[config.mk]
export PLATFORM = sky130hd
export DESIGN_NAME = activation_feeder
export DESIGN_NICKNAME = d
export VERILOG_FILES = /design/src/rtl/activation_feeder.sv
export SDC_FILE = /design/constraint.sdc
export NUM_CORES = 1
export LEC_CHECK = 0
export CORE_AREA = 2 2 489 491
export CTS_CLUSTER_DIAMETER = 80
export DETAILED_ROUTE_END_ITERATION = 8
export DIE_AREA = 0 0 491 493
export PLACE_DENSITY = 0.3
export SLEW_MARGIN = 15
export SYNTH_ARGS = -nofsm -noshare
export SYNTH_HDL_FRONTEND = slang
export SYNTH_SLANG_ARGS = --single-unit
[constraint.sdc]
create_clock -name clk -period 2.5 [get_ports clk]
set_input_delay 0.375 -clock clk [delete_from_list [all_inputs] [get_ports clk]]
set_output_delay 0.375 -clock clk [all_outputs]
set_load 0.1 [all_outputs]
[src/rtl/activation_feeder.sv]
// activation_feeder: read-side sequencer around the activation unit.
// Streams `length` accumulator rows into the activation unit. It then
// re-times the byte results against a delayed write pointer and writes
// them to the unified buffer.
// Optional cycle counter on perf_cycles: define FEEDER_PERF_CNT_EN.
// Handshake: there is none. `start` is a one-cycle strobe that is accepted
// only in IDLE. Reads are fire-and-forget, with data one cycle later. Each
// buf_write_en cycle carries exactly one row.

package activation_feeder_pkg;
   typedef logic [31:0] word_type;
   typedef logic [7:0]  byte_type;
   typedef enum logic [3:0] {
      no_activation = 4'd0,
      relu          = 4'd1,
      relu6         = 4'd2,
      crelu         = 4'd3,
      elu           = 4'd4,
      selu          = 4'd5,
      softsign      = 4'd6,
      softplus      = 4'd7,
      sigmoid       = 4'd8
   } activation_type;
endpackage

module activation_feeder
   import activation_feeder_pkg::*;
#(
   parameter int MATRIX_WIDTH      = 14,
   parameter int ACC_ADDR_WIDTH    = 16,
   parameter int BUFFER_ADDR_WIDTH = 24,
   parameter int LENGTH_WIDTH      = 16,
   parameter int ACT_LATENCY       = 3
) (
   input  logic                                  clk,
   input  logic                                  rst,
   input  logic                                  start,
   input  logic [ACC_ADDR_WIDTH-1:0]             acc_start_addr,
   input  logic [BUFFER_ADDR_WIDTH-1:0]          buf_start_addr,
   input  logic [LENGTH_WIDTH-1:0]               length,
   input  activation_type                        activation_function_in,
   input  logic                                  is_signed_in,
   output logic                                  busy,
   output logic                                  done,
   output logic                                  acc_read_en,
   output logic [ACC_ADDR_WIDTH-1:0]             acc_read_addr,
   input  word_type [MATRIX_WIDTH-1:0]           acc_data,
   output logic                                  act_enable,
   output activation_type                        act_function,
   output logic                                  act_is_signed,
   output word_type [MATRIX_WIDTH-1:0]           act_data_in,
   input  byte_type [MATRIX_WIDTH-1:0]           act_data_out,
   output logic                                  buf_write_en,
   output logic [BUFFER_ADDR_WIDTH-1:0]          buf_write_addr,
   output byte_type [MATRIX_WIDTH-1:0]           buf_write_data,
   output logic [31:0]                           perf_cycles,
   output logic [1:0]                            dbg_state
);

   typedef enum logic [1:0] {
      IDLE   = 2'd0,
      ISSUE  = 2'd1,
      DRAIN  = 2'd2,
      FINISH = 2'd3
   } state_t;

   state_t                          state_q, state_d;
   logic                            accept;
   logic [ACC_ADDR_WIDTH-1:0]       rd_ptr_q, rd_ptr_d;
   logic [LENGTH_WIDTH-1:0]         rows_left_q, rows_left_d;
   logic [BUFFER_ADDR_WIDTH-1:0]    wr_ptr_q, wr_ptr_d;
   activation_type                  func_q, func_d;
   logic                            signed_q, signed_d;
   // valid_q[k] marks a read issued k+1 cycles ago; the top bit lines up
   // with the activation unit's valid output.
   logic [ACT_LATENCY:0]            valid_q, valid_d;
   logic                            buf_we_q, buf_we_d;
   logic [BUFFER_ADDR_WIDTH-1:0]    buf_addr_q, buf_addr_d;
   byte_type [MATRIX_WIDTH-1:0]     buf_data_q, buf_data_d;

   // State register.
   always_ff @(posedge clk or negedge rst) begin
      if (!rst) state_q <= IDLE;
      else      state_q <= state_d;
   end

   // Next-state logic and per-state strobes.
   always_comb begin
      state_d     = state_q;
      accept      = 1'b0;
      busy        = 1'b0;
      done        = 1'b0;
      acc_read_en = 1'b0;
      case (state_q)
         IDLE: begin
            if (start) begin
               accept  = 1'b1;
               state_d = (length == '0) ? FINISH : ISSUE;
            end
         end
         ISSUE: begin
            busy        = 1'b1;
            acc_read_en = 1'b1;
            if (rows_left_q == LENGTH_WIDTH'(1)) state_d = DRAIN;
         end
         DRAIN: begin
            busy = 1'b1;
            // The final row is already in the output register once the
            // valid pipe empties, so FINISH follows the last write.
            if (valid_q == '0) state_d = FINISH;
         end
         FINISH: begin
            busy    = 1'b1;
            done    = 1'b1;
            state_d = IDLE;
         end
         default: state_d = IDLE;
      endcase
   end

   // Datapath next values: command latch, read counter, write pointer, output row.
   always_comb begin
      rd_ptr_d    = rd_ptr_q;
      rows_left_d = rows_left_q;
      wr_ptr_d    = wr_ptr_q;
      func_d      = func_q;
      signed_d    = signed_q;
      valid_d     = {valid_q[ACT_LATENCY-1:0], acc_read_en};
      buf_we_d    = valid_q[ACT_LATENCY];
      buf_addr_d  = buf_addr_q;
      buf_data_d  = buf_data_q;
      if (accept) begin
         rd_ptr_d    = acc_start_addr;
         rows_left_d = length;
         wr_ptr_d    = buf_start_addr;
         func_d      = activation_function_in;
         signed_d    = is_signed_in;
      end
      if (acc_read_en) begin
         rd_ptr_d    = rd_ptr_q + ACC_ADDR_WIDTH'(1);
         rows_left_d = rows_left_q - LENGTH_WIDTH'(1);
      end
      if (valid_q[ACT_LATENCY]) begin
         buf_addr_d = wr_ptr_q;
         buf_data_d = act_data_out;
         wr_ptr_d   = wr_ptr_q + BUFFER_ADDR_WIDTH'(1);
      end
   end

   // Datapath registers; reset drops any rows still in flight.
   always_ff @(posedge clk or negedge rst) begin
      if (!rst) begin
         rd_ptr_q    <= '0;
         rows_left_q <= '0;
         wr_ptr_q    <= '0;
         func_q      <= no_activation;
         signed_q    <= 1'b0;
         valid_q     <= '0;
         buf_we_q    <= 1'b0;
         buf_addr_q  <= '0;
         buf_data_q  <= '0;
      end else begin
         rd_ptr_q    <= rd_ptr_d;
         rows_left_q <= rows_left_d;
         wr_ptr_q    <= wr_ptr_d;
         func_q      <= func_d;
         signed_q    <= signed_d;
         valid_q     <= valid_d;
         buf_we_q    <= buf_we_d;
         buf_addr_q  <= buf_addr_d;
         buf_data_q  <= buf_data_d;
      end
   end

`ifdef FEEDER_PERF_CNT_EN
   logic [31:0] perf_q, perf_d;

   // Counts ISSUE and DRAIN cycles, so it ends at length + ACT_LATENCY + 2.
   always_comb begin
      perf_d = perf_q;
      if (accept)                                    perf_d = '0;
      else if (state_q == ISSUE || state_q == DRAIN) perf_d = perf_q + 32'd1;
   end

   // Performance counter register.
   always_ff @(posedge clk or negedge rst) begin
      if (!rst) perf_q <= '0;
      else      perf_q <= perf_d;
   end

   assign perf_cycles = perf_q;
`else
   assign perf_cycles = '0;
`endif

   assign acc_read_addr  = acc_read_en ? rd_ptr_q : '0;
   assign act_enable     = busy;
   assign act_function   = func_q;
   assign act_is_signed  = signed_q;
   assign act_data_in    = acc_data;
   assign buf_write_en   = buf_we_q;
   assign buf_write_addr = buf_addr_q;
   assign buf_write_data = buf_data_q;
   assign dbg_state      = state_q;

endmodule

==> load_flow_metrics.sql, run 1 <==
INSERT INTO impl_metrics (metric_group, metric, value, unit) VALUES
('yosys', 'ys_top_cells_by_count', '481 x sky130_fd_sc_hd__buf_4, 204 x sky130_fd_sc_hd__dfrtp_1, 134 x sky130_fd_sc_hd__mux2_2', ''),
('setup_path', 'critPathMaxStageDelay', '500', 'ps'),
('clock_tree', 'cts.sinks', '204', ''),
('setup_path', 'worstPathRequired', '2120', 'ps'),
('pwr', 'leakagePower', '0.00617', 'uW'),
('final_layout', 'design_area', '17800', 'sq um'),
('pwr', 'max-vdd-ir-drop', '1070', 'uV'),
('setup_path', 'slowest_stage', 'sky130_fd_sc_hd__dfrtp_4', ''),
('setup_path', 'critPathKind', 'flop to primary output', ''),
('drt', 'ant_nets', '0', ''),
('setup_path', 'crit_top_cell', 'sky130_fd_sc_hd__buf_12', ''),
('timing', 'drv_slew', '0', ''),
('timing', 'relSlewSlack', '0.492', ''),
('timing', 'worst_slack', '116', 'ps'),
('clock_tree', 'clockRootBuffer', 'sky130_fd_sc_hd__clkbuf_16', ''),
('placed_design', 'numPortBuffers', '339', ''),
('grt', 'grt_remaining_overflow', '0', ''),
('yosys', 'post-synth-top-count-cell', 'sky130_fd_sc_hd__buf_4', ''),
('timing', 'rsz0062_at_grt', 'yes', ''),
('drt', 'first_pass_iters', '4', ''),
('die', 'dieArea', '242000', 'sq um'),
('yosys', 'postSynth.topFlopCell', 'sky130_fd_sc_hd__dfrtp_1', ''),
('yosys', 'synth_async_sr_flop_share', '1.00', ''),
('clock_tree', 'tritoncts.num_buffers', '31', ''),
('yosys', 'synthDominantCellAreaShare', '0.402', ''),
('pwr', 'powerDensity', '1690', 'nW/um^2'),
('yosys', 'synth_warnings', '0', ''),
('die', 'die_width', '491', 'um'),
('drt', 'drt-initial-drc-count', '352', ''),
('clock_tree', 'ctsLongestPathBuffers', '3', ''),
('grt', 'grt_usage', '0.0736', ''),
('timing', 'fmax', '0.419', 'GHz'),
('yosys', 'post_synth_main_area_contributors', 'sky130_fd_sc_hd__dfrtp_1 40%, sky130_fd_sc_hd__buf_4 28%, sky130_fd_sc_hd__mux2_2 12%', ''),
('drt', 'routed_via_density', '1.98', ''),
('yosys', 'synthDistinctLibCells', '49', ''),
('die', 'num_rows', '179', ''),
('final_layout', 'design.final.nets', '1816', ''),
('drt', 'route.vias.total', '8645', ''),
('die', 'ios', '1268', ''),
('final_layout', 'area.growth.synth_to_final', '40.2', '%'),
('grt', 'grt_pass1_wl', '114000', 'um'),
('final_layout', 'layout-drive-gt1-share', '0.364', ''),
('timing', 'finalClockSkew', '20.2', 'ps'),
('grt', 'first_global_vias', '9148', ''),
('clock_tree', 'tritoncts', 'built', ''),
('job', 'drv_cap', '0', ''),
('setup_path', 'endpoint_kind', 'primary output', ''),
('yosys', 'synth_area_per_cell', '10.1', 'sq um'),
('yosys', 'synth_edf_count', '0', ''),
('placed_design', 'gp_congestion', '0.692', ''),
('drt', 'total_wire_length', '93600', 'um'),
('placed_design', 'dp_hpwl', '81800', 'um'),
('placed_design', 'dp_slack', '177', 'ps'),
('timing', 'whs', '271', 'ps'),
('die', 'die_y', '493', 'um'),
('placed_design', 'post_dp_cell_area', '16600', 'sq um'),
('timing', 'final.min_clock_period', '2380', 'ps'),
('yosys', 'synth.cell_area', '12700', 'sq um'),
('timing', 'totalNegativeSetupSlack', '0', 'ps'),
('timing', 'tightest_pin_transition', '767', 'ps'),
('final_layout', 'fillers', '27800', ''),
('setup_path', 'cp_data_arrival_time', '2010', 'ps'),
('yosys', 'netlist_instances', '1253', ''),
('status', 'run_status', 'complete, no violations', ''),
('die', 'placeableCoreArea', '237000', 'sq um'),
('hold_path', 'hold_path.class', 'input pin to flop', ''),
('yosys', 'synth_top_cell_by_area', 'sky130_fd_sc_hd__dfrtp_1', ''),
('die', 'effective_utilization_at_floorplan', '0.0536', ''),
('clock_tree', 'worst_skew_pair.late_latency', '640', 'ps'),
('setup_path', 'critPathLaunchType', 'flop', ''),
('final_layout', 'layoutNonFillerInstCount', '4373', '');
metrics by stage:
step / power [uW] / utilization
final: 30200 / 0.0752
after global routing: 31800 / 0.0752
after CTS: 30700 / 0.0748
after detailed placement: 25900 / 0.0703
after global placement: 25900 / 0.0703
after floorplan: 23100 / -
sequential cells by signal, indices dropped and copies added (netlist names):
register        flops
buf_write_data    112
act_is_signed       1
rows_left_q        16
dbg_state           2
valid_q             4
act_function        4
rd_ptr_q           16
buf_write_addr     24
buf_write_en        1
wr_ptr_q           24
cells in the final DEF, fill, tap and decap left out, drive strengths merged, types with 8 or more instances in the layout:
| master | netlist | routed |
|---|---|---|
| buf | 488 | 214 |
| dfrtp | 204 | 204 |
| clkdlybuf4s50 | 0 | 174 |
| mux2 | 134 | 134 |
| nand2 | 66 | 66 |
| clkbuf | 36 | 48 |
| nor2 | 43 | 43 |
| conb | 1 | 32 |
| a21oi | 30 | 30 |
| nand3 | 20 | 20 |
| and3 | 19 | 19 |
| inv | 18 | 19 |
| a211oi | 18 | 18 |
| o21ai | 14 | 14 |
| nor3 | 14 | 14 |
| and2 | 14 | 14 |
| nor4 | 13 | 13 |
| nand4 | 12 | 12 |
| xor2 | 11 | 11 |
| o22ai | 9 | 9 |
| ha | 9 | 9 |
| mux2i | 8 | 8 |
| xnor2 | 8 | 8 |
layer usage:
layer  share of wire  track usage
met2            0.44        0.114
met3            0.24       0.0794
met5               0            0
met1            0.26       0.0564
met4           0.060       0.0387
area by class of cell:
type / instances / area, sq um / area share
inverters: 18 / 83.8 / 0.00470
flip-flops and latches: 204 / 5110 / 0.287
clock buffers: 47 / 906 / 0.0508
well taps: 3167 / 3960 / 0.222
repair buffers: 390 / 3740 / 0.210
clock inverters: 9 / 76.3 / 0.00428
multi-input cells: 538 / 3950 / 0.221
power breakdown:
group | internal [uW] | switching [uW] | total [uW]
logic | 5010 | 14400 | 19400
registers | 4960 | 1430 | 6400
clock network | 2490 | 1850 | 4340
total | 12500 | 17700 | 30200
cells by family after synthesis:
logic type,after synthesis,share of synthesized area
buf+inv,542,0.303
simple gates,227,0.0914
flops,204,0.402
mux,142,0.125
compound gates,109,0.0570
xor+xnor,19,0.0131
fa+ha+maj,9,0.00886
other cells,1,0.000295
final timing paths:
check / endpoint / depth (start not counted) / slack [ps] / start
setup / recovery: acc_read_addr[8] / 6 / 120 / dbg_state[1]$_DFFE_PN0P_
max in group asynchronous: buf_write_data[71]$_DFFE_PN0P_ / 3 / 1440 / rst
min in group asynchronous: buf_write_data[72]$_DFFE_PN0P_ / 2 / 290 / rst
hold reg to reg: valid_q[2]$_DFF_PN0_ / 0 / 370 / valid_q[1]$_DFF_PN0_
setup reg to reg: rows_left_q[10]$_DFFE_PN0P_ / 7 / 220 / rows_left_q[1]$_DFFE_PN0P_
hold / removal: act_function[2]$_DFFE_PN0P_ / 3 / 270 / activation_function_in[2]
timing repair:
| action | CTS | global route |
|---|---|---|
| pin swaps | 2 | 1 |
| hold buffers | 1 | 0 |
| setup buffers | 3 | 8 |
| cloned | 0 | 1 |
| resized for setup | 16 | 8 |
| endpoints found under the hold margin | 50 | 0 |
| endpoints found under the setup margin | 19 | 11 |
worst max-delay path, delay by kind of cell, from the launching register on:
kind,cells,cell delay [ps]
flops,1,500
buf+inv,4,480
fa+ha+maj,1,260
simple gates,1,130
No activity file was read; power rests on OpenSTA's default activity.
==> inputs of run 2 (changes only) <==
- REMOVE_ABC_BUFFERS: unset -> 1
==> load_flow_metrics.sql, run 2 (same netlist as run 1, synthesis figures left out) <==
INSERT INTO impl_metrics (metric_group, metric, value, unit) VALUES
('grt', 'antenna_found_initial', '20', ''),
('pwr', 'leakagePower', '0.00618', 'uW'),
('die', 'ios', '1268', ''),
('timing', 'setup-violations-final', '0', ''),
('timing', 'drv_slew', '0', ''),
('drt', 'wl_cell', '63.2', 'um'),
('timing', 'finalClockSkew', '65.3', 'ps'),
('timing', 'final.min_clock_period', '2410', 'ps'),
('setup_path', 'setup.reg_to_reg.worst_slack', '300', 'ps'),
('final_layout', 'design.final.nets', '1809', ''),
('setup_path', 'r2r-start', 'valid_q[3]$_DFF_PN0_', ''),
('clock_tree', 'cts.sinks', '204', ''),
('timing', 'tightest_pin_transition', '1040', 'ps'),
('timing', 'timing.final.hold_violations', '0', ''),
('placed_design', 'gp_congestion', '1.13', ''),
('drt', 'route.detailed.drc', '0', ''),
('setup_path', 'slowest_stage', 'sky130_fd_sc_hd__dfrtp_1', ''),
('status', 'run_status', 'complete, no violations', ''),
('final_layout', 'layoutNonFillerInstCount', '4366', ''),
('clock_tree', 'worst_skew_pair.late_latency', '660', 'ps'),
('hold_path', 'worstHoldPathCells', '3', ''),
('pwr', 'max-vdd-ir-drop', '804', 'uV'),
('clock_tree', 'tritoncts.num_buffers', '29', ''),
('final_layout', 'area.growth.synth_to_final', '39.8', '%'),
('timing', 'worst_slack', '91.2', 'ps'),
('clock_tree', 'ctsHtreeMaxLevel', '1', ''),
('setup_path', 'critPathLaunch', 'dbg_state[1]$_DFFE_PN0P_', ''),
('placed_design', 'dp_slack', '-63.6', 'ps'),
('setup_path', 'critPathKind', 'flop to primary output', ''),
('drt', 'ant_nets', '0', ''),
('timing', 'timing.final.crit_share', '0.964', ''),
('setup_path', 'endpoint_kind', 'primary output', ''),
('final_layout', 'layout-drive-gt1-share', '0.351', ''),
('die', 'placeableCoreArea', '237000', 'sq um'),
('hold_path', 'hold_path.class', 'input pin to flop', ''),
('grt', 'grt_pass1_wl', '299000', 'um'),
('setup_path', 'rr_endpoint', 'wr_ptr_q[6]$_DFFE_PN0P_', ''),
('job', 'drv_cap', '0', ''),
('final_layout', 'largest_reg_flops', '112', ''),
('final_layout', 'layout_commonest_cell', 'sky130_fd_sc_hd__dfrtp_1', ''),
('setup_path', 'critPathMaxStageDelay', '390', 'ps'),
('drt', 'routed_via_density', '2.52', ''),
('grt', 'first_global_vias', '9370', ''),
('final_layout', 'most-common-layout-cells', '203 x sky130_fd_sc_hd__dfrtp_1, 181 x sky130_fd_sc_hd__buf_4, 174 x sky130_fd_sc_hd__clkdlybuf4s50_1', ''),
('setup_path', 'crit_family', 'buffers and inverters', ''),
('placed_design', 'dp_hpwl', '258000', 'um'),
('pwr', 'powerDensity', '1650', 'nW/um^2'),
('die', 'die_width', '491', 'um'),
('drt', 'first_pass_iters', '4', ''),
('die', 'num_rows', '179', ''),
('placed_design', 'numPortBuffers', '339', ''),
('clock_tree', 'ctsLongestPathBuffers', '3', ''),
('setup_path', 'worstPathRequired', '2120', 'ps'),
('timing', 'fmax', '0.415', 'GHz'),
('timing', 'rsz0062_at_grt', 'yes', ''),
('die', 'dieArea', '242000', 'sq um'),
('setup_path', 'timing.critical_path.fanout_max', '12', ''),
('clock_tree', 'clockRootBuffer', 'sky130_fd_sc_hd__clkbuf_16', ''),
('drt', 'drt-initial-drc-count', '1227', ''),
('drt', 'route.vias.total', '11000', ''),
('setup_path', 'crit_path_cell_trace', 'inv_2 > ha_4 > inv_1 > buf_4 > nor2_2 > buf_12', ''),
('die', 'effective_utilization_at_floorplan', '0.0536', ''),
('hold_path', 'hold-path-endpoint', 'act_is_signed$_DFFE_PN0P_', ''),
('hold_path', 'source_of_the_worst_hold_timing_path', 'is_signed_in', ''),
('grt', 'grt_remaining_overflow', '0', ''),
('timing', 'whs', '244', 'ps'),
('grt', 'grt_start_max_net_pins', '66', ''),
('die', 'die_y', '493', 'um'),
('setup_path', 'cp_data_arrival_time', '2030', 'ps'),
('clock_tree', 'clk_transition_reported_paths', '60', 'ps'),
('placed_design', 'post-place-cells', '4310', ''),
('drt', 'total_wire_length', '276000', 'um'),
('timing', 'totalNegativeSetupSlack', '0', 'ps'),
('clock_tree', 'tritoncts', 'built', ''),
('setup_path', 'critPathLaunchType', 'flop', ''),
('grt', 'grt_usage', '0.220', ''),
('setup_path', 'critPathBufInv', '4', ''),
('timing', 'relSlewSlack', '0.301', ''),
('setup_path', 'rr_worst_depth', '5', '');
run 2: cell count changes in the layout (fill, tap and decap cells not counted), sizes merged:
cell | before | now
buf | 214 | 210
bufinv | 0 | 4
clkbuf | 48 | 40
clkinv | 3 | 4
clkinvlp | 5 | 1
diode | 0 | 2
inv | 19 | 21
run 2: metal layers:
layer	vias to the layer above	track usage	wire length [um]
li1	3570	-	-
met1	4788	0.0840	39200
met2	2434	0.357	126000
met3	150	0.388	100000
met4	40	0.0356	5930
met5	-	0.128	4590
run 2: area by class of cell:
class,count,area [sq um]
diodes,2,5.00
clock buffers,40,857
clock inverters,12,189
fillers,27800,219000
inverters,18,67.6
multi-input cells,538,3900
flip-flops and latches,204,5110
well taps,3167,3960
repair buffers,385,3680
run 2: how the worst max path moves through the flow:
stage | endpoint | depth (start not counted)
floorplan | wr_ptr_q[16]$_DFFE_PN0P_ | 5
global placement | wr_ptr_q[15]$_DFFE_PN0P_ | 7
detailed placement | wr_ptr_q[15]$_DFFE_PN0P_ | 7
CTS | acc_read_addr[8] | 6
global route | acc_read_addr[6] | 6
finish | acc_read_addr[8] | 6
run 2: repair_timing:
action,in CTS,in global routing
hold buffers,1,0
pin swaps,0,0
buffers inserted,1,0
resized for setup,6,2
hold endpoints to repair,56,0
gates cloned,0,0
endpoints found under the setup margin,18,5
run 2: worst register-to-register path: cells and delay by family (launching register included):
kind | cells | cell delay (ps)
buffers and inverters | 1 | 700
flip-flops | 1 | 530
AND/OR/NAND/NOR | 4 | 900
run 2: power breakdown:
part	switching [uW]	internal, uW	total [uW]
clock	1890	2800	4690
sequential	1280	4950	6230
combinational	13700	4770	18400
total	16800	12500	29400
run 2: stage by stage:
stage	total power, uW	cell area (sq um)	util
after floorplan	19400	9050	-
after global placement	24900	16700	0.0704
after detailed placement	24900	16700	0.0704
after CTS	29800	17800	0.0749
after global routing	30700	17800	0.0750
final	29400	17800	0.0750
==> inputs of run 3 (changes only) <==
- CAP_MARGIN: unset -> 10
==> results of run 3 <==
No change in the layout: final DEF, timing and power equal those of run 2.
